[config.mk]
export PLATFORM = sky130hd
export DESIGN_NAME = mac_row_flat
export DESIGN_NICKNAME = d
export VERILOG_FILES = /design/src/rtl/mac_seq_ctrl_pkg.sv /design/src/rtl/mac_seq_ctrl_if.sv /design/src/rtl/dff.sv /design/src/rtl/mac_n.sv /design/src/rtl/mac_row.sv /design/src/rtl/mac_seq_ctrl.sv /design/src/flat_wrapper.sv
export SDC_FILE = /design/constraint.sdc
export NUM_CORES = 2
export LEC_CHECK = 0
export BUFFER_PORTS_ARGS = -buffer_cell sky130_fd_sc_hd__buf_4
export CAP_MARGIN = 20
export CORE_MARGIN = 2
export CORE_UTILIZATION = 60
export CTS_BUF_LIST = sky130_fd_sc_hd__clkbuf_8
export DETAILED_ROUTE_END_ITERATION = 10
export GPL_TIMING_DRIVEN = 0
export PLACE_DENSITY = 0.79
export REMOVE_ABC_BUFFERS = 1
export SLEW_MARGIN = 20
export SYNTH_ARGS = -nofsm -noshare
export SYNTH_HDL_FRONTEND = slang
export SYNTH_SLANG_ARGS = --single-unit
[constraint.sdc]
create_clock -name clk -period 11.15 [get_ports clk]
set_clock_uncertainty 0.15 [all_clocks]
set_input_delay 0 -clock clk [delete_from_list [all_inputs] [get_ports clk]]
set_output_delay 0 -clock clk [all_outputs]
set_load 0.1 [all_outputs]
[src/rtl/mac_seq_ctrl_pkg.sv]
// ----------------------------------------------------------------------------
// mac_ctrl_pkg : shared types for the mac row sequencer.      rev 1.0
// ----------------------------------------------------------------------------
`default_nettype none

package mac_ctrl_pkg;

  typedef enum logic [1:0] {
    IDLE  = 2'd0,
    RUN   = 2'd1,
    DRAIN = 2'd2,
    HOLD  = 2'd3
  } mac_ctrl_state_t;

  // mac_n multiplier register plus accumulator register
  localparam int DRAIN_CYCLES = 2;

endpackage

`default_nettype wire

[src/rtl/mac_seq_ctrl_if.sv]
// ----------------------------------------------------------------------------
// mac_seq_ctrl_if : job control, operand stream and result port.  rev 1.0
// ----------------------------------------------------------------------------
`default_nettype none

interface mac_seq_ctrl_if #(
  parameter int N_LANES = 4,
  parameter int ABITS   = 10,
  parameter int ZBITS   = 22,
  parameter int LEN_W   = 8
) ();

  logic                     start;
  logic [LEN_W-1:0]         cfg_len;
  logic                     abort;
  logic                     busy;
  logic                     in_valid;
  logic                     in_ready;
  logic [N_LANES*ABITS-1:0] in_a;
  logic [N_LANES*ABITS-1:0] in_b;
  logic                     res_valid;
  logic                     res_ready;
  logic [N_LANES*ZBITS-1:0] res_z;

  modport master (
    output start, cfg_len, abort, in_valid, in_a, in_b, res_ready,
    input  busy, in_ready, res_valid, res_z
  );

  modport slave (
    input  start, cfg_len, abort, in_valid, in_a, in_b, res_ready,
    output busy, in_ready, res_valid, res_z
  );

endinterface

`default_nettype wire

[src/rtl/dff.sv]
// ----------------------------------------------------------------------------
// dff : generic register, asynchronous active-high reset to zero.  rev 1.0
// ----------------------------------------------------------------------------
`default_nettype none

module dff #(
  parameter int WIDTH = 1
) (
  input  logic             clk,
  input  logic             rst,
  input  logic [WIDTH-1:0] d,
  output logic [WIDTH-1:0] q
);

  always_ff @(posedge clk or posedge rst) begin
    if (rst) q <= '0;
    else     q <= d;
  end

endmodule

`default_nettype wire

[src/rtl/mac_n.sv]
// ----------------------------------------------------------------------------
// mac_n : registered signed multiply feeding a free-running accumulator. rev 1.0
// ----------------------------------------------------------------------------
`default_nettype none

module mac_n #(
  parameter int aBits = 10,
  parameter int zBits = 22
) (
  input  logic                    clk,
  input  logic                    rst,
  input  logic signed [aBits-1:0] a,
  input  logic signed [aBits-1:0] b,
  input  logic                    clear,
  output logic        [zBits-1:0] z
);

  logic signed [2*aBits-1:0] mul_q, mul_d;
  logic        [zBits-1:0]   z_q, z_d, mul_ext;

  always_comb begin
    mul_d   = (2*aBits)'(a) * (2*aBits)'(b);
    mul_ext = {{(zBits-2*aBits){mul_q[2*aBits-1]}}, mul_q};
    // clear replaces the running sum with the product arriving this cycle
    z_d     = clear ? mul_ext : z_q + mul_ext;
  end

  always_ff @(posedge clk or posedge rst) begin
    if (rst) begin
      mul_q <= '0;
      z_q   <= '0;
    end else begin
      mul_q <= mul_d;
      z_q   <= z_d;
    end
  end

  assign z = z_q;

endmodule

`default_nettype wire

[src/rtl/mac_row.sv]
// ----------------------------------------------------------------------------
// mac_row : mac_seq_ctrl driving N_LANES mac_n accumulators in lockstep. rev 1.0
// ----------------------------------------------------------------------------
`default_nettype none

module mac_row #(
  parameter int N_LANES = 4,
  parameter int ABITS   = 10,
  parameter int ZBITS   = 22,
  parameter int LEN_W   = 8
) (
  input  logic          clk,
  input  logic          rst,
  mac_seq_ctrl_if.slave bus
);

  logic [N_LANES*ABITS-1:0] mac_a, mac_b;
  logic [N_LANES*ZBITS-1:0] mac_z;
  logic                     mac_clear;

  mac_seq_ctrl #(
    .N_LANES (N_LANES),
    .ABITS   (ABITS),
    .ZBITS   (ZBITS),
    .LEN_W   (LEN_W)
  ) u_ctrl (
    .clk       (clk),
    .rst       (rst),
    .bus       (bus),
    .mac_a     (mac_a),
    .mac_b     (mac_b),
    .mac_clear (mac_clear),
    .mac_z     (mac_z)
  );

  for (genvar i = 0; i < N_LANES; i++) begin : g_mac
    mac_n #(.aBits(ABITS), .zBits(ZBITS)) u_mac (
      .clk   (clk),
      .rst   (rst),
      .a     (mac_a[i*ABITS +: ABITS]),
      .b     (mac_b[i*ABITS +: ABITS]),
      .clear (mac_clear),
      .z     (mac_z[i*ZBITS +: ZBITS])
    );
  end

endmodule

`default_nettype wire

[src/rtl/mac_seq_ctrl.sv]
// ----------------------------------------------------------------------------
// mac_seq_ctrl : job sequencer, operand gating and result capture for mac_n. rev 1.0
// ----------------------------------------------------------------------------
`default_nettype none

module mac_seq_ctrl
  import mac_ctrl_pkg::*;
#(
  parameter int N_LANES = 4,
  parameter int ABITS   = 10,
  parameter int ZBITS   = 22,
  parameter int LEN_W   = 8
) (
  input  logic                     clk,
  input  logic                     rst,
  mac_seq_ctrl_if.slave            bus,
  output logic [N_LANES*ABITS-1:0] mac_a,
  output logic [N_LANES*ABITS-1:0] mac_b,
  output logic                     mac_clear,
  input  logic [N_LANES*ZBITS-1:0] mac_z
);

  mac_ctrl_state_t          state_q, state_d;
  logic [LEN_W-1:0]         len_q, len_d;
  logic [LEN_W-1:0]         cnt_q, cnt_d;
  logic [N_LANES*ZBITS-1:0] res_z_q, res_z_d;
  logic                     clear_q, clear_d;
  logic                     beat, last_beat, drain_done;
  logic                     res_zero, res_capture;

  assign beat       = bus.in_valid & (state_q == RUN);
  assign last_beat  = beat & (cnt_q == len_q - LEN_W'(1));
  assign drain_done = (state_q == DRAIN) & (cnt_q == LEN_W'(DRAIN_CYCLES - 1));

  always_comb begin
    state_d     = state_q;
    len_d       = len_q;
    cnt_d       = cnt_q;
    clear_d     = 1'b0;
    res_zero    = 1'b0;
    res_capture = 1'b0;
    if (bus.abort) begin
      state_d = IDLE;
      cnt_d   = '0;
    end else begin
      case (state_q)
        IDLE: begin
          if (bus.start) begin
            if (bus.cfg_len != '0) begin
              len_d   = bus.cfg_len;
              cnt_d   = '0;
              state_d = RUN;
            end else begin
              res_zero = 1'b1;
              state_d  = HOLD;
            end
          end
        end
        RUN: begin
          if (beat) begin
            // lands with beat 0's product, dropping stale sum and bubble zeros
            clear_d = (cnt_q == '0);
            if (last_beat) begin
              cnt_d   = '0;
              state_d = DRAIN;
            end else begin
              cnt_d = cnt_q + LEN_W'(1);
            end
          end
        end
        DRAIN: begin
          if (drain_done) begin
            res_capture = 1'b1;
            cnt_d       = '0;
            state_d     = HOLD;
          end else begin
            cnt_d = cnt_q + LEN_W'(1);
          end
        end
        HOLD: begin
          if (bus.res_ready) state_d = IDLE;
        end
        default: state_d = IDLE;
      endcase
    end
  end

  for (genvar i = 0; i < N_LANES; i++) begin : g_lane
    assign mac_a[i*ABITS +: ABITS] = beat ? bus.in_a[i*ABITS +: ABITS] : '0;
    assign mac_b[i*ABITS +: ABITS] = beat ? bus.in_b[i*ABITS +: ABITS] : '0;
    assign res_z_d[i*ZBITS +: ZBITS] =
        res_zero    ? '0 :
        res_capture ? mac_z[i*ZBITS +: ZBITS] :
                      res_z_q[i*ZBITS +: ZBITS];
  end

  always_ff @(posedge clk or posedge rst) begin
    if (rst) begin
      state_q <= IDLE;
      len_q   <= '0;
      cnt_q   <= '0;
      res_z_q <= '0;
    end else begin
      state_q <= state_d;
      len_q   <= len_d;
      cnt_q   <= cnt_d;
      res_z_q <= res_z_d;
    end
  end

  dff #(.WIDTH(1)) u_clear_reg (
    .clk (clk),
    .rst (rst),
    .d   (clear_d),
    .q   (clear_q)
  );

  assign mac_clear     = clear_q;
  assign bus.busy      = (state_q != IDLE);
  assign bus.in_ready  = (state_q == RUN);
  assign bus.res_valid = (state_q == HOLD);
  assign bus.res_z     = res_z_q;

endmodule

`default_nettype wire

[src/flat_wrapper.sv]
// flat-port wrapper written by rule: the top's interface ports become plain ports
module mac_row_flat 
#(
  parameter int N_LANES = 4,
  parameter int ABITS   = 10,
  parameter int ZBITS   = 22,
  parameter int LEN_W   = 8
)
  (clk, rst, bus_start, bus_cfg_len, bus_abort, bus_in_valid, bus_in_a, bus_in_b, bus_res_ready, bus_busy, bus_in_ready, bus_res_valid, bus_res_z);
  mac_seq_ctrl_if #(.N_LANES(N_LANES), .ABITS(ABITS), .ZBITS(ZBITS), .LEN_W(LEN_W)) bus_i ();
  input  logic clk;
  input  logic rst;
  input wire logic [$bits(bus_i.start)-1:0] bus_start;
  input wire logic [$bits(bus_i.cfg_len)-1:0] bus_cfg_len;
  input wire logic [$bits(bus_i.abort)-1:0] bus_abort;
  input wire logic [$bits(bus_i.in_valid)-1:0] bus_in_valid;
  input wire logic [$bits(bus_i.in_a)-1:0] bus_in_a;
  input wire logic [$bits(bus_i.in_b)-1:0] bus_in_b;
  input wire logic [$bits(bus_i.res_ready)-1:0] bus_res_ready;
  output wire logic [$bits(bus_i.busy)-1:0] bus_busy;
  output wire logic [$bits(bus_i.in_ready)-1:0] bus_in_ready;
  output wire logic [$bits(bus_i.res_valid)-1:0] bus_res_valid;
  output wire logic [$bits(bus_i.res_z)-1:0] bus_res_z;
  assign bus_i.start = bus_start;
  assign bus_i.cfg_len = bus_cfg_len;
  assign bus_i.abort = bus_abort;
  assign bus_i.in_valid = bus_in_valid;
  assign bus_i.in_a = bus_in_a;
  assign bus_i.in_b = bus_in_b;
  assign bus_i.res_ready = bus_res_ready;
  assign bus_busy = bus_i.busy;
  assign bus_in_ready = bus_i.in_ready;
  assign bus_res_valid = bus_i.res_valid;
  assign bus_res_z = bus_i.res_z;
  mac_row #(.N_LANES(N_LANES), .ABITS(ABITS), .ZBITS(ZBITS), .LEN_W(LEN_W)) u_core (.clk(clk), .rst(rst), .bus(bus_i));
endmodule
# Word-level counts from Yosys, hierarchy flattened
# Cells that the tools add are included.
[totals]
latch_bits = 0
rom_bits = 0
reg_bits = 275
wordCells = 92
mem_bits_rw = 0
memories = 0
[classes]
mux = 45
bitwise = 4
n_addsub = 6
order_cmp = 0
n_shift = 0
eq_ne = 11
n_div = 0
reduce_logical = 9
n_mul = 4
[ops]
columns = ["op", "count"]
rows = [
  ["$mux 22", 12],
  ["$add 22x22->22", 4],
  ["$mul 10x10->20", 4],
  ["$mux 10", 8],
  ["$mux 8", 6],
  ["$pmux 8 s3", 1],
  ["$mux 2", 7],
  ["$ne 3x3->1 const B", 4],
  ["$mux 1", 10],
  ["$add 8x1->8 const B", 1],
  ["$eq 8x1->1 const B", 1],
  ["$eq 8x8->1", 1],
  ["$logic_not 8->1", 1],
  ["$pmux 2 s4", 1],
  ["$reduce_and 4->1", 2],
  ["$reduce_bool 8->1", 1],
  ["$sub 8x1->8 const B", 1],
  ["$ne 3x2->1 const B", 2],
  ["$reduce_and 5->1", 1],
  ["$eq 2x2->1 const B", 2],
  ["$reduce_bool 2->1", 2],
  ["$reduce_bool 4->1", 1],
  ["$and 1x1->1", 3],
  ["$eq 2x1->1 const B", 1],
  ["2 further kinds", 2],
]

# Longest topological paths before layout
[depth]
depth_word = 7
ltp_mapped = 25
depth_no_buf = 22

# Hierarchy
# Synthesis repeated with hierarchy kept, for this count alone.
[unflattened]
hier_cells = 3452
hier_area_um2 = 31127.4
[by_module_without_submodules]
columns = ["module", "cells_per_inst", "instances", "area_each_um2"]
rows = [
  ["mac_n at u_core.g_mac[3].u_mac", 724, 1, 6527.5],
  ["mac_n at u_core.g_mac[2].u_mac", 702, 1, 6454.9],
  ["mac_n at u_core.g_mac[0].u_mac", 697, 1, 6347.3],
  ["mac_n at u_core.g_mac[1].u_mac", 694, 1, 6347.3],
  ["mac_seq_ctrl", 633, 1, 5421.4],
  ["dff", 2, 1, 28.8],
]

# Worst setup path before layout
# Ideal clock, no wire load.
[synth_path]
path_kind = "register to register"
startpoint = "reg u_core.u_ctrl.state_q[1]"
endpoint = "reg u_core.g_mac[1].u_mac.mul_q[18]"
stages_incl_launch_ff = 26
synth_period_minus_slack_ns = 6.939
setup_slack_ns = 4.211
required_ns = 10.931
arrival_time_ns = 6.720
path_cell_list = "dfrtp_1 inv_1 ha_1 clkbuf_1 clkbuf_1 and3_1 clkbuf_1 nand2_1 fa_1 inv_1 fa_1 inv_1 fa_1 inv_1 fa_1 inv_1 fa_1 inv_1 ha_1 o21a_1 nor2_1 nor3_1 a2111oi_0 nor3_1 nor4_1 nand3b_1"
[synth_between]
elab_chain_len = 4
word_cells_on_any_way = 5
[synth_rtl]
columns = ["element", "line_no", "text"]
rows = [
  ["start, declared", "mac_seq_ctrl.sv:23", "mac_ctrl_state_t state_q, state_d;"],
  ["start signal, assigned", "mac_seq_ctrl.sv:104", "state_q <= state_d;"],
  ["$eq 2x1->1 (*)", "--", ""],
  ["via bus_in_ready", "flat_wrapper.sv:21", "output wire logic [$bits(bus_i.in_ready)-1:0] bus_in_ready;"],
  ["$and 1x1->1 (*)", "mac_seq_ctrl.sv:31", "assign beat = bus.in_valid & (state_q == RUN);"],
  ["$mux 10, on equally long branches", "mac_seq_ctrl.sv:89, mac_seq_ctrl.sv:90", ""],
  ["$mul 10x10->20 (*)", "mac_n.sv:22", "mul_d = (2*aBits)'(a) * (2*aBits)'(b);"],
  ["via u_core.g_mac[1].u_mac.mul_d[18]", "mac_n.sv:18", "logic signed [2*aBits-1:0] mul_q, mul_d;"],
  ["end signal, assigned", "mac_n.sv:33", "mul_q <= mul_d;"],
  ["end, declared", "mac_n.sv:18", ""],
]
# Mark *: on every way through the listed nets, which the timed path passes. The rest lies on a longest branch.
# A chain may end at the register's enable or synchronous reset.

# Final worst setup path
[layout_path]
startpoint = "reg u_core.u_ctrl.state_q[1]"
endpoint = "reg u_core.g_mac[1].u_mac.mul_q[18]"
[layout_between]
elab_chain_len = 4
word_cells_on_any_way = 5
[layout_rtl]
columns = ["element", "line_no"]
rows = [
  ["$eq 2x1->1 (*)", "mac_seq_ctrl.sv:31"],
  ["$and 1x1->1 (*)", "mac_seq_ctrl.sv:31"],
  ["$mux 10, on equally long branches", "mac_seq_ctrl.sv:89, mac_seq_ctrl.sv:90"],
  ["$mul 10x10->20 (*)", "mac_n.sv:22"],
  ["via u_core.g_mac[1].u_mac.mul_d[18]", "mac_n.sv:18"],
]
# Marks and branches as above.

==> qor.yml <==
syn_avg_cell_area_um2: 8.98
critical_path_class: "flop to flop"
status: "finished clean"
worstPathCellList: "inv_1 -> ha_2 -> inv_1 -> nor2_4 -> buf_12 -> buf_16 -> nand2_1 -> or2_2 -> fa_1 -> fa_1 -> inv_1 -> fa_1 -> fa_1 -> inv_1 -> fa_1 -> inv_1 -> ha_1 -> nand3_1 -> nor3_1 -> a2111oi_0 -> nor3_1 -> nor4_1 -> nand3b_1"
ys_ff_latch: 275
placed_cell_area_mm2: 0.0321
portBuffers: 184
overflow: 0
cts.sinks: 275
die_w_um: 228
design_area_mm2: 0.0335
layout-drive-gt1-share: 0.0884
r2r_setup_slack_ns: 3.92
reg2reg_to: "u_core.g_mac[1].u_mac.mul_q[18]"
gp_congestion: 0.904
dpl_worst_slack_ns: 4.03
post-cts-setup-buffers: 0
end_kind: "flop"
row_count: 81
path_buf_inv: 7
core_mm2: 0.0492
via_per_inst: 5.65
powerDensity_mw_per_mm2: 237
cp_slowest_cell: "a2111oi_0"
slew_headroom: 0.425
setup-tns-final_ns: 0
antenna_left: 0
finalPower_mw: 7.92
synthFlopType: "dfrtp_1"
grt_pass1_vias: 24700
endpoint: "u_core.g_mac[1].u_mac.mul_q[18]"
cp-startpoint: "u_core.u_ctrl.state_q[1]"
clk-insertion-delay-late_ns: 0.61
finalCriticalPeriod_ns: 7.23
gr-usage-all-layers: 0.280
io_pins: 185
cpLargestDelayFamily: "adder cells"
clkTransAtPathRegs_ns: 0.07
synth-edff-count: 0
wl_per_cell_um: 16.7
r2r-start: "u_core.u_ctrl.state_q[1]"
cts_tree: "done"
fin_nets: 4262
initial_core_util: 0.610
fmax_mhz: 138
power.leakage_nw: 17.7
ys_async_sr_fraction: 1.00
worst-path-stages: 23
critPathArrivalTime_ns: 7.61
hold_path.class: "primary input to flop"
ys_seq_area_frac: 0.229
reg2reg_depth: 23
antenna_found_initial: 1
firstDrtPassIters: 8
synth.area.top_cells: "fa_1 25%, dfrtp_1 23%, ha_1 12%"
yosys.area.top_type: "fa_1"
clock_path_buffers: 3
slew_viol_final: 0
grt_max_degree: 103
syn_to_final_growth_pct: 11.5
final_min_period_over_clock_period: 0.648
setup_viol: 0
via_count: 23700
die_h_um: 228
dp_hpwl_um: 55000
htree_levels: 2
synthTopCellsByCount: "573 x inv_1, 514 x nand2_1, 368 x fa_1, 289 x ha_1, 275 x dfrtp_1"
hold_violations: 0
design.die.area_mm2: 0.0518
cp_max_fo: 38
yosysWarnings: 0
syn_inst: 3343
grt_pass1_wl_um: 118000
synth_top_area_frac: 0.246
drt_iter0_drc: 1695
maxCapViolations: 0
cts_resized: 0
irDropWorstVdd_uv: 120
crit_path_start_kind: "flop"
drc: 0
finalWorstSetupSlack_ns: 3.92
grt_setup_unrepaired: "no"
required_ns: 11.54
cts_made_buffers: 44
cpPeakStageDelay_ns: 0.74
netlist_area_mm2: 0.0300
routed_wl_um: 70400
fillCellCount: 3846
tightest_slew_ns: 0.855
synth.distinct_cells: 66
yosysMostFrequentCell: "inv_1"
cts-root-buf: "clkbuf_8"
holdBufCountCts: 53
==> worst reg2reg max path: cells and delay by family (launching register included) <==
| family | cells | cell delay (ns) |
|---|---|---|
| adders and majority gates | 7 | 3.14 |
| and+or+nand+nor | 8 | 1.86 |
| buffers and inverters | 7 | 0.92 |
| AOI/OAI and AO/OA | 1 | 0.74 |
| DFF | 1 | 0.41 |
==> through the flow <==
step / cells / utilization / hold slack (ns)
floorplan: 3210 / - / -0.0332
detailed placement: 4076 / 0.652 / -0.156
finish: 4204 / 0.681 / 0.0421
global placement: 4058 / 0.645 / 0.0781
CTS: 4203 / 0.681 / 0.00183
global route: 4204 / 0.681 / 0.0300
==> placed cells by master (no fill, tap or decap), types with 53 or more instances in the layout <==
master,instances
a21oi_1,169
and2_1,59
and3_1,147
buf_4,191
dfrtp_1,274
dlygate4sd3_1,53
fa_1,368
ha_1,288
inv_1,584
nand2_1,514
nand3_1,53
nor2_1,109
o21ai_0,114
xnor2_1,105
==> registers in the layout, indices dropped and copies added, names as in the netlist <==
signal                       cells
u_core.u_ctrl.cnt_q              8
u_core.u_ctrl.u_clear_reg.q      1
u_core.u_ctrl.bus.res_z         88
u_core.g_mac.u_mac.mul_q        80
u_core.u_ctrl.state_q            2
u_core.g_mac.u_mac.z            88
u_core.u_ctrl.len_q              8
==> area by class of cell <==
cell class / count / area, um2 / share of cell area
repair buffers: 255 / 2240 / 0.0668
diodes: 1 / 2.50 / 0.0000748
clock buffers: 52 / 716 / 0.0214
well taps: 664 / 831 / 0.0248
multi-input cells: 2362 / 20500 / 0.612
flip-flops and latches: 275 / 6890 / 0.206
inverters: 573 / 2160 / 0.0645
clock inverters: 22 / 148 / 0.00441
==> cells by family (layout without fill, tap and decap cells) <==
family	count (synthesis)	count (layout)	synth area share
AND/OR/NAND/NOR	1028	1028	0.159
buffers and inverters	706	902	0.0888
adder cells (fa/ha/maj)	657	657	0.366
AO/OA/AOI/OAI	500	500	0.104
flip-flops	275	275	0.229
XOR/XNOR	153	153	0.0449
multiplexers	24	24	0.00863
other	0	1	0
==> how the worst min path moves through the flow <==
| stage | cells after the start | end | slack, ns | from |
|---|---|---|---|---|
| floorplan | 2 | u_core.u_ctrl.len_q[0] | -0.03 | bus_cfg_len[0] |
| global placement | 3 | u_core.u_ctrl.len_q[1] | 0.08 | bus_cfg_len[1] |
| detailed placement | 2 | u_core.u_ctrl.bus.res_z[17] | -0.16 | rst |
| CTS | 5 | u_core.g_mac[2].u_mac.mul_q[3] | 0.002 | bus_in_a[21] |
| global route | 5 | u_core.g_mac[3].u_mac.mul_q[3] | 0.03 | bus_in_a[33] |
| finish | 5 | u_core.g_mac[0].u_mac.mul_q[3] | 0.04 | bus_in_a[3] |
==> power by group <==
| group | total [mW] | switching, mW | internal (mW) |
|---|---|---|---|
| logic | 5.33 | 3.28 | 2.05 |
| registers | 1.73 | 0.309 | 1.42 |
| clock network | 0.860 | 0.411 | 0.449 |
==> routing by layer <==
metal | up-vias | wire length, um | track usage
met3 | 163 | 4190 | 0.0289
li1 | 11100 | - | -
met5 | - | 0 | 0
met4 | 0 | 2090 | 0.0961
met2 | 866 | 34500 | 0.480
met1 | 11600 | 29600 | 0.374
No activity file was read; power rests on OpenSTA's default activity.
